<file path="config.mk">
export PLATFORM = sky130hd
export DESIGN_NAME = bht_update_ctrl
export DESIGN_NICKNAME = d
export VERILOG_FILES = /design/src/rtl/bht_update_ctrl.sv
export SDC_FILE = /design/constraint.sdc
export NUM_CORES = 1
export LEC_CHECK = 0
export CAP_MARGIN = 5
export CORE_ASPECT_RATIO = 0.6
export CORE_MARGIN = 2
export CORE_UTILIZATION = 56
export DETAILED_ROUTE_END_ITERATION = 8
export PLACE_DENSITY_LB_ADDON = 0.2
export SETUP_SLACK_MARGIN = 0.3
export SLEW_MARGIN = 0
export SYNTH_ARGS = -nofsm -noshare
export SYNTH_HDL_FRONTEND = slang
export SYNTH_SLANG_ARGS = --single-unit
</file>
<file path="constraint.sdc">
create_clock -name CLK -period 2.9 [get_ports CLK]
set_input_delay 0.29 -clock CLK [delete_from_list [all_inputs] [get_ports CLK]]
set_output_delay 0.29 -clock CLK [all_outputs]
set_load 0.1 [all_outputs]
</file>
<file path="src/rtl/bht_update_ctrl.sv">
// Write-port controller for the 64-entry 4-way branch history table: arbitrates
// EXE counter updates, buffered ID allocations and a full-table invalidate sweep.
module bht_update_ctrl #(
  parameter int unsigned ALLOC_DEPTH = 2,
  parameter logic [1:0]  CTR_INIT_B  = 2'b10,
  parameter logic [1:0]  CTR_INIT_J  = 2'b11
) (
  input  logic        CLK,
  input  logic        rst,
  input  logic        clear_req,
  input  logic        id_alloc_valid,
  input  logic        id_hit,
  input  logic        id_is_jump,
  input  logic [9:0]  id_PC,
  input  logic [9:0]  id_target,
  input  logic        exe_upd_valid,
  input  logic [3:0]  exe_set,
  input  logic [1:0]  exe_way,
  input  logic [1:0]  exe_ctr,
  input  logic        exe_taken,
  output logic        wr_en,
  output logic [5:0]  wr_addr,
  output logic [18:0] wr_data,
  output logic        wr_ctr_only,
  output logic        busy,
  output logic        alloc_drop
);

  localparam int AW = $clog2(ALLOC_DEPTH);

  typedef enum logic {S_IDLE = 1'b0, S_CLEAR = 1'b1} state_t;

  state_t                  r_state;
  state_t                  w_state_nxt;
  logic [5:0]              r_sweep;
  logic [1:0]              r_ptr [16];
  logic [ALLOC_DEPTH-1:0]  r_buf_vld;
  logic [AW-1:0]           r_rd;
  logic [AW-1:0]           r_wr;
  logic [9:0]              r_buf_pc  [ALLOC_DEPTH];
  logic [9:0]              r_buf_tgt [ALLOC_DEPTH];
  logic                    r_buf_jmp [ALLOC_DEPTH];

  logic        w_alloc_req;
  logic        w_dup;
  logic        w_empty;
  logic        w_full;
  logic        w_wr_en;
  logic [5:0]  w_wr_addr;
  logic [18:0] w_wr_data;
  logic        w_wr_ctr_only;
  logic        w_busy;
  logic        w_drop;
  logic        w_deq;
  logic        w_enq;
  logic        w_flush;
  logic        w_direct;
  logic        w_ptr_clr;
  logic        w_ptr_inc;
  logic [3:0]  w_ptr_set;
  logic [9:0]  w_al_pc;
  logic [9:0]  w_al_tgt;
  logic        w_al_jmp;

  function automatic logic [1:0] f_sat_ctr(input logic [1:0] ctr, input logic taken);
    if (taken) return (ctr == 2'b11) ? ctr : ctr + 2'd1;
    else       return (ctr == 2'b00) ? ctr : ctr - 2'd1;
  endfunction

  function automatic logic [AW-1:0] f_buf_inc(input logic [AW-1:0] p);
    return (p == AW'(ALLOC_DEPTH - 1)) ? '0 : p + 1'b1;
  endfunction

  assign w_alloc_req = id_alloc_valid & ~id_hit;
  assign w_empty     = ~r_buf_vld[r_rd];
  assign w_full      = r_buf_vld[r_wr];
  assign w_ptr_set   = w_al_pc[3:0];

  // A PC already waiting in the buffer (including the head leaving this cycle) is not queued twice.
  always_comb begin
    w_dup = 1'b0;
    for (int i = 0; i < ALLOC_DEPTH; i++) begin
      if (r_buf_vld[i] && (r_buf_pc[i] == id_PC)) w_dup = 1'b1;
    end
  end

  always_comb begin
    w_state_nxt   = r_state;
    w_wr_en       = 1'b0;
    w_wr_addr     = '0;
    w_wr_data     = '0;
    w_wr_ctr_only = 1'b0;
    w_busy        = 1'b0;
    w_drop        = 1'b0;
    w_deq         = 1'b0;
    w_enq         = 1'b0;
    w_flush       = 1'b0;
    w_direct      = 1'b0;
    w_ptr_clr     = 1'b0;
    w_ptr_inc     = 1'b0;
    w_al_pc       = r_buf_pc[r_rd];
    w_al_tgt      = r_buf_tgt[r_rd];
    w_al_jmp      = r_buf_jmp[r_rd];
    case (r_state)
      S_IDLE: begin
        if (clear_req) begin
          w_state_nxt = S_CLEAR;
          w_flush     = 1'b1;
          w_ptr_clr   = 1'b1;
        end else begin
          if (exe_upd_valid) begin
            w_wr_en       = 1'b1;
            w_wr_addr     = {exe_set, exe_way};
            w_wr_data     = {17'd0, f_sat_ctr(exe_ctr, exe_taken)};
            w_wr_ctr_only = 1'b1;
          end else if (!w_empty) begin
            w_deq     = 1'b1;
            w_ptr_inc = 1'b1;
          end else if (w_alloc_req) begin
            w_direct  = 1'b1;
            w_ptr_inc = 1'b1;
            w_al_pc   = id_PC;
            w_al_tgt  = id_target;
            w_al_jmp  = id_is_jump;
          end
          if (w_ptr_inc) begin
            w_wr_en   = 1'b1;
            w_wr_addr = {w_al_pc[3:0], r_ptr[w_al_pc[3:0]]};
            w_wr_data = {1'b1, w_al_pc[9:4], w_al_tgt, (w_al_jmp ? CTR_INIT_J : CTR_INIT_B)};
          end
          // A full buffer still accepts when its head drains this same cycle.
          if (w_alloc_req && !w_direct && !w_dup) begin
            if (!w_full || w_deq) w_enq  = 1'b1;
            else                  w_drop = 1'b1;
          end
        end
      end
      S_CLEAR: begin
        w_wr_en   = 1'b1;
        w_wr_addr = r_sweep;
        w_busy    = 1'b1;
        w_ptr_clr = 1'b1;
        if (r_sweep == 6'd63) w_state_nxt = S_IDLE;
      end
      default: w_state_nxt = S_IDLE;
    endcase
  end

  always_ff @(posedge CLK) begin
    if (rst) begin
      r_state     <= S_IDLE;
      r_sweep     <= '0;
      r_buf_vld   <= '0;
      r_rd        <= '0;
      r_wr        <= '0;
      for (int i = 0; i < 16; i++) r_ptr[i] <= '0;
      wr_en       <= 1'b0;
      wr_addr     <= '0;
      wr_data     <= '0;
      wr_ctr_only <= 1'b0;
      busy        <= 1'b0;
      alloc_drop  <= 1'b0;
    end else begin
      r_state <= w_state_nxt;
      r_sweep <= (r_state == S_CLEAR) ? r_sweep + 6'd1 : 6'd0;
      if (w_ptr_clr) begin
        for (int i = 0; i < 16; i++) r_ptr[i] <= '0;
      end else if (w_ptr_inc) begin
        r_ptr[w_ptr_set] <= r_ptr[w_ptr_set] + 2'd1;
      end
      if (w_flush) begin
        r_buf_vld <= '0;
        r_rd      <= '0;
        r_wr      <= '0;
      end else begin
        if (w_deq) begin
          r_buf_vld[r_rd] <= 1'b0;
          r_rd            <= f_buf_inc(r_rd);
        end
        if (w_enq) begin
          r_buf_vld[r_wr] <= 1'b1;
          r_wr            <= f_buf_inc(r_wr);
        end
      end
      wr_en       <= w_wr_en;
      wr_addr     <= w_wr_addr;
      wr_data     <= w_wr_data;
      wr_ctr_only <= w_wr_ctr_only;
      busy        <= w_busy;
      alloc_drop  <= w_drop;
    end
  end

  always_ff @(posedge CLK) begin
    if (w_enq) begin
      r_buf_pc[r_wr]  <= id_PC;
      r_buf_tgt[r_wr] <= id_target;
      r_buf_jmp[r_wr] <= id_is_jump;
    end
  end

endmodule
</file>
; After elaboration in Yosys (flattened, before gate mapping)
; Memory sizes are Yosys's and may differ from the RTL's. A register that Yosys moved wholly into a read port is not among the register bits.
; Index checks and enable logic that the tools add are counted.
[totals]
ff_bits = 40
latch_bits = 0
ramBits = 74
romBits = 0
n_memories = 4
[classes]
addsub = 6
multipliers = 0
div = 0
order_cmp = 4
n_eq_ne = 4
shifts = 0
n_mux = 109
bitwise = 23
reduce_logical = 16
[memory_table]
columns = memory, words, width, rd, rd_clocked_by_memory_dff, write_ports, line
row1 = r_ptr, 16, 2, 2, 0, 16, 36  ; logic [1:0] r_ptr [16];
row2 = r_buf_pc, 2, 10, 3, 1, 1, 40  ; logic [9:0] r_buf_pc [ALLOC_DEPTH];
row3 = r_buf_tgt, 2, 10, 1, 1, 1, 41  ; logic [9:0] r_buf_tgt [ALLOC_DEPTH];
row4 = r_buf_jmp, 2, 1, 1, 1, 1, 42  ; logic r_buf_jmp [ALLOC_DEPTH];
[ops]
columns = cell, n
row1 = $mux 10, 8
row2 = $mux 1, 63
row3 = $mux 2, 25
row4 = $eq 10x10->1, 2
row5 = $mux 19, 1
row6 = $mux 6, 3
row7 = $or 1x1->1, 16
row8 = $mux 4, 3
row9 = $pmux 6 s2, 1
row10 = $add 6x1->6 const B, 1
row11 = $eq 6x6->1 const B, 1
row12 = $logic_and 1x1->1, 6
row13 = $pmux 1 s2, 3
row14 = $reduce_or 2->1, 3
row15 = $add 2x1->2 const B, 2
row16 = $lt 1x2->1 const B, 2
row17 = $reduce_or 4->1, 1
row18 = $logic_not 1->1, 3
row19 = $not 1->1, 3
row20 = $reduce_or 3->1, 1
row21 = $add 1x1->1 const B, 2
row22 = $and 2x2->2, 1
row23 = $demux 1 s1, 2
row24 = $eq 2x2->1 const B, 1
row25 = other kinds (7), 8

; Longest topological paths before layout
[logic_depth]
word_depth = 15
depth_mapped = 11
depth_no_buf = 8

; Least setup slack after synthesis
; OpenSTA, ideal clock, no wires.
[synth_path]
kind = flip-flop to flip-flop
start = reg r_rd
end = mem r_buf_jmp[0], enable pin
setup_time_ns = 0.399
arrival_time_ns = 2.151
setup_slack_ns = 0.350
path_stages_with_launch = 8
period_less_slack_ns = 2.550
path_cell_list = dfxtp_1 -> buf_6 -> mux2_4 -> buf_6 -> o21ai_0 -> nor3_1 -> nand3b_1 -> nor2_1
[synth_via]
elab_chain_cells = 14
word_cells_on_any_way = 20
[synth_lines]
columns = item, line
row1 = "start, declared", 38  ; logic [AW-1:0] r_rd;
row2 = "start signal, assigned", 178  ; r_rd <= f_buf_inc(r_rd);
row3 = $mux 1 (implied by the code) (*) (2 in a row), 75  ; assign w_empty = ~r_buf_vld[r_rd];
row4 = $mux 1, 116  ; end else if (!w_empty) begin
row5 = $mux 1, 111  ; if (exe_upd_valid) begin
row6 = $mux 1, 106  ; if (clear_req) begin
row7 = $mux 1, 104  ; case (r_state)
row8 = $logic_not 1->1, 132  ; if (w_alloc_req && !w_direct && !w_dup) begin
row9 = $logic_and 1x1->1 (2 in a row), 132
row10 = $mux 1 (*), 132
row11 = $mux 1 (*), 106
row12 = $mux 1 (*), 104
row13 = $mux 1 (*), 195  ; if (w_enq) begin
row14 = $mux 1 (implied by the code) (*), 198  ; r_buf_jmp[r_wr] <= id_is_jump;
row15 = "end, declared", 42
; Every way passes the cells marked *; elsewhere a longest branch is shown, timed or not. The select of a mux whose other input is x is not followed.

==> report_table.html <==
<table>
<tr><th>Metric</th><th>Value</th></tr>
<tr><th colspan="2">Drt</th></tr>
<tr><td>Vias after detailed routing</td><td>4335</td></tr>
<tr><td>DRT Wirelength</td><td>14100 um</td></tr>
<tr><td>Number of optimization iterations in the first detailed-route pass</td><td>5</td></tr>
<tr><td>DR vias/cell</td><td>5.76</td></tr>
<tr><td># DRC</td><td>0</td></tr>
<tr><td>Count of nets left with antenna violations after detail routing</td><td>0</td></tr>
<tr><td>Wirelength per Cell</td><td>18.8 um</td></tr>
<tr><td>Violation count after the first detailed-routing iteration</td><td>360</td></tr>
<tr><th colspan="2">Worst hold path</th></tr>
<tr><td>Worst min-delay path startpoint</td><td>r_sweep[0]</td></tr>
<tr><td>Hold Crit Endpoint</td><td>r_sweep[0]</td></tr>
<tr><td>Class of the worst hold path</td><td>reg -&gt; reg</td></tr>
<tr><td>Hold path depth</td><td>1</td></tr>
<tr><th colspan="2">Synthesis</th></tr>
<tr><td>Adder-cell share of the synthesized area</td><td>0.589%</td></tr>
<tr><td>Count of flip-flops with a built-in enable after synthesis</td><td>74</td></tr>
<tr><td>Yosys Warn Count</td><td>0</td></tr>
<tr><td>Number of distinct library cell variants in the gate-level netlist after synthesis</td><td>55</td></tr>
<tr><td>Post-synthesis cell count</td><td>502</td></tr>
<tr><td>Combinational family with the most area after synthesis</td><td>simple AND/OR/NAND/NOR gates</td></tr>
<tr><td>Most frequent cell after synthesis</td><td>edfxtp_1</td></tr>
<tr><td>Area fraction of the dominant cell type after synthesis</td><td>40.2%</td></tr>
<tr><td>Biggest area consumer among synthesized cells</td><td>edfxtp_1</td></tr>
<tr><td>Fraction of synthesis flops using an asynchronous set or reset pin</td><td>0%</td></tr>
<tr><td>Post-synthesis mux area share</td><td>10.0%</td></tr>
<tr><td>Most frequent cells after synthesis</td><td>74 x edfxtp_1, 73 x nor2_1, 50 x nand2_1, 41 x dfxtp_1, 40 x mux2i_1</td></tr>
<tr><td>Post-synthesis sequential area ratio</td><td>55.1%</td></tr>
<tr><td>Leading cell types by total area after synthesis</td><td>edfxtp_1 40%, dfxtp_1 15%, mux2i_1 7.3%</td></tr>
<tr><td>Post-synth net total</td><td>539</td></tr>
<tr><td>Total standard cell area after synthesis</td><td>0.00552 sq mm</td></tr>
<tr><td>Synth Area per Inst</td><td>11.0 sq um</td></tr>
<tr><td>Synthesized-area fraction occupied by ao, oa, aoi and oai cells</td><td>10.8%</td></tr>
<tr><td>Synthesized flop and latch total</td><td>115</td></tr>
<tr><td>Xor and xnor fraction of the mapped netlist area</td><td>5.39%</td></tr>
<tr><td>Prevailing post-synth register cell</td><td>edfxtp_1</td></tr>
<tr><td>Simple-gate share of the synthesized area</td><td>15.4%</td></tr>
<tr><th colspan="2">Finish</th></tr>
<tr><td>Non-filler instance count after layout</td><td>752</td></tr>
<tr><td>Utilization of the core after routing</td><td>73.9%</td></tr>
<tr><td>Number of nets in the finished design</td><td>641</td></tr>
<tr><td>Ratio of cells with drive above 1 in the final layout</td><td>21.6%</td></tr>
<tr><td>Layout overhead on the synthesized area</td><td>30.4%</td></tr>
<tr><td>Diodes inserted</td><td>0</td></tr>
<tr><td># fillers</td><td>663</td></tr>
<tr><th colspan="2">Global routing</th></tr>
<tr><td>Wire length of the first global-routing pass</td><td>22000 um</td></tr>
<tr><td>GRT Total Usage</td><td>27.1%</td></tr>
<tr><td>Aggregate global routing overflow</td><td>0</td></tr>
<tr><td>Via count of the first global-routing pass</td><td>4205</td></tr>
<tr><td>Number of antenna violations at the first check in global routing</td><td>0</td></tr>
<tr><td>Maximum number of pins on one net before global-route repair</td><td>35</td></tr>
<tr><th colspan="2">Timing</th></tr>
<tr><td>Max Clk Rate</td><td>388 MHz</td></tr>
<tr><td>Total of endpoints with negative setup slack in the final report</td><td>0</td></tr>
<tr><td>Final-report hold violation count</td><td>0</td></tr>
<tr><td>Slew Limit Headroom</td><td>52.1%</td></tr>
<tr><td>Minimum setup slack in the final design</td><td>320 ps</td></tr>
<tr><td>Worst hold margin</td><td>471 ps</td></tr>
<tr><td>Clock period minus worst slack</td><td>2580 ps</td></tr>
<tr><td>Setup repair after global routing missed its margin</td><td>false</td></tr>
<tr><td>Share of the clock period used by the worst path after layout</td><td>89.0%</td></tr>
<tr><td>Worst-case clock skew</td><td>9.59 ps</td></tr>
<tr><td>Total count of max-transition violations in the final report</td><td>0</td></tr>
<tr><td>Worst-margin pin slew</td><td>711 ps</td></tr>
<tr><th colspan="2">Worst setup path</th></tr>
<tr><td>Launch point of the critical path</td><td>id_hit</td></tr>
<tr><td>Critical register-to-register path startpoint</td><td>r_rd</td></tr>
<tr><td>Arrival time of the worst setup path</td><td>2840 ps</td></tr>
<tr><td>Required arrival time at the worst endpoint</td><td>3160 ps</td></tr>
<tr><td>Number of cells traversed by the worst register-to-register path</td><td>7</td></tr>
<tr><td>Worst Path Max Fanout</td><td>8</td></tr>
<tr><td>Worst Setup End Kind</td><td>flip-flop</td></tr>
<tr><td>Critical register-to-register path endpoint</td><td>r_ptr[8][1]</td></tr>
<tr><td>Worst Path Class, Setup</td><td>in -&gt; reg</td></tr>
<tr><td>Internal reg-to-reg setup slack</td><td>360 ps</td></tr>
<tr><td>Crit start category</td><td>input pin</td></tr>
<tr><th colspan="2">Power and ir drop</th></tr>
<tr><td>Standby leakage power</td><td>2.70 nW</td></tr>
<tr><td>Pwr per Cell Area</td><td>634 mW/mm^2</td></tr>
<tr><td>Peak supply drop</td><td>0.388 mV</td></tr>
<tr><th colspan="2">Run status</th></tr>
<tr><td>Outcome</td><td>finished, final reports clean</td></tr>
<tr><th colspan="2">Floorplan</th></tr>
<tr><td>Number of standard-cell rows in the floorplan</td><td>28</td></tr>
<tr><td>Starting density of the core</td><td>56.7%</td></tr>
<tr><td>Die width</td><td>132 um</td></tr>
<tr><td>Overall die area</td><td>0.0107 sq mm</td></tr>
<tr><td>Number of primary I/O pins</td><td>65</td></tr>
<tr><td>Total core area</td><td>0.00974 sq mm</td></tr>
<tr><td>Die height</td><td>80.9 um</td></tr>
<tr><th colspan="2">Placement</th></tr>
<tr><td>IO buf count</td><td>64</td></tr>
<tr><td>Total placed cells including tap cells</td><td>717</td></tr>
<tr><td>Final weighted congestion of routability-driven global placement</td><td>0.915</td></tr>
<tr><td>Pre-CTS setup slack</td><td>-78.2 ps</td></tr>
<tr><td>Estimated wirelength of the detail-placed design</td><td>9670 um</td></tr>
<tr><th colspan="2">Clock tree</th></tr>
<tr><td>Post-CTS clock slew at the launch and capture registers of the worst setup and hold paths</td><td>60 ps</td></tr>
<tr><td>TritonCTS buffer count</td><td>17</td></tr>
<tr><td>Largest buffer count on any clock path</td><td>2</td></tr>
<tr><td>Clk_lat worst skew</td><td>410 ps</td></tr>
<tr><td>TritonCTS clock tree</td><td>done</td></tr>
<tr><td>Level count of the clock H-tree</td><td>4</td></tr>
<tr><td>Clock net sink count</td><td>115</td></tr>
<tr><td>Buffer type at the clock tree root</td><td>clkbuf_16</td></tr>
<tr><td># hold bufs at CTS</td><td>0</td></tr>
<tr><th colspan="2">Run</th></tr>
<tr><td>Max_cap viols</td><td>0</td></tr>
</table>
## metal layers
layer / share of wire, % / wire [um] / track usage, %
met4: 1.2 / 174 / 8.60
met3: 7.9 / 1110 / 7.80
met1: 48 / 6780 / 37.9
met2: 43 / 6070 / 41.1
met5: 0 / 0 / 0
## registers in the layout, indices dropped and copies added (netlist names), named ones only
register,flops
wr_data,19
busy,1
r_buf_tgt,20
r_buf_pc,20
r_sweep,6
r_state,1
wr_en,1
r_buf_jmp,2
r_wr,1
r_rd,1
r_buf_vld,2
alloc_drop,1
r_ptr,32
wr_ctr_only,1
wr_addr,6
## placed cells by master, fill, tap and decap left out, types with 2 or more instances in the layout
cell	count
a21o_1	3
xor2_1	6
nand3_1	10
inv_1	4
nand3b_1	3
nor3_1	10
a211oi_1	20
edfxtp_1	74
clkdlybuf4s50_1	34
nand2_1	50
and2_1	2
o21a_1	2
o211ai_1	2
nor2b_1	6
buf_12	3
nand2b_1	2
nor2_2	2
a32oi_1	2
xnor2_1	28
buf_4	69
inv_6	3
nand4_1	9
o21ai_0	19
bufinv_16	6
o2111ai_1	3
nor2_1	71
clkbuf_16	17
clkinv_4	3
dfxtp_1	40
clkinvlp_4	2
mux2_2	6
a22oi_1	4
a21oi_1	21
mux2i_2	2
mux4_2	2
o31ai_1	2
and3_1	7
mux2i_1	38
maj3_1	2
## power by group
| group | switching, mW | leakage (nW) | total, mW | internal [mW] |
|---|---|---|---|---|
| Combinational | 0.225 | 1.30 | 0.371 | 0.146 |
| Sequential | 0.0289 | 1.08 | 1.81 | 1.78 |
| Clock | 0.773 | 0.324 | 2.39 | 1.62 |
## worst max-delay path by stage
stage	slack [ps]	cells after the start	to
finish	320	8	r_ptr[8][1]
CTS	300	6	r_ptr[8][1]
detailed placement	-80	8	r_ptr[3][1]
global placement	-40	9	r_ptr[2][1]
global route	280	8	r_ptr[8][1]
floorplan	350	7	r_buf_jmp[0]
## what timing repair did
item                                    4_1_cts  5_1_grt
gates cloned                                  0        0
setup buffers                                 1        2
pin swaps                                     1        3
endpoints found under the setup margin        8       40
resized for setup                             1        9
## worst max-delay path, stage by stage
cell	delay [ps]
clkdlybuf4s50_1	500
or3b_4	500
o31a_1	320
nor2_4	190
mux2i_2	280
a211oi_1	150
a211o_2	410
a21oi_1	190
## area by class of cell
| type | count | area, sq um | share of cell area, % |
|---|---|---|---|
| tap | 135 | 169 | 2.35 |
| clock inverter | 15 | 253 | 3.51 |
| timing repair buffer | 107 | 931 | 12.9 |
| sequential | 115 | 3050 | 42.3 |
| multi-input combinational | 358 | 2360 | 32.7 |
| clock buffer | 17 | 425 | 5.91 |
| inverter | 5 | 18.8 | 0.261 |
## through the flow
stage               area [sq um]  total power [mW]  TNS (ps)
finish                      7200              4.57         0
global route                7200              4.68         0
CTS                         7160              4.57         0
detailed placement          6470              2.19      -503
global placement            6470              2.19      -270
floorplan                   5520              2.05         0
## kinds of logic after synthesis
group / count (synthesis)
AO/OA/AOI/OAI: 89
XOR/XNOR: 34
adder cells (fa/ha/maj): 3
buffers and inverters: 29
flip-flops: 115
multiplexers: 50
AND/OR/NAND/NOR: 182
Power figures use the tool's default switching activity.
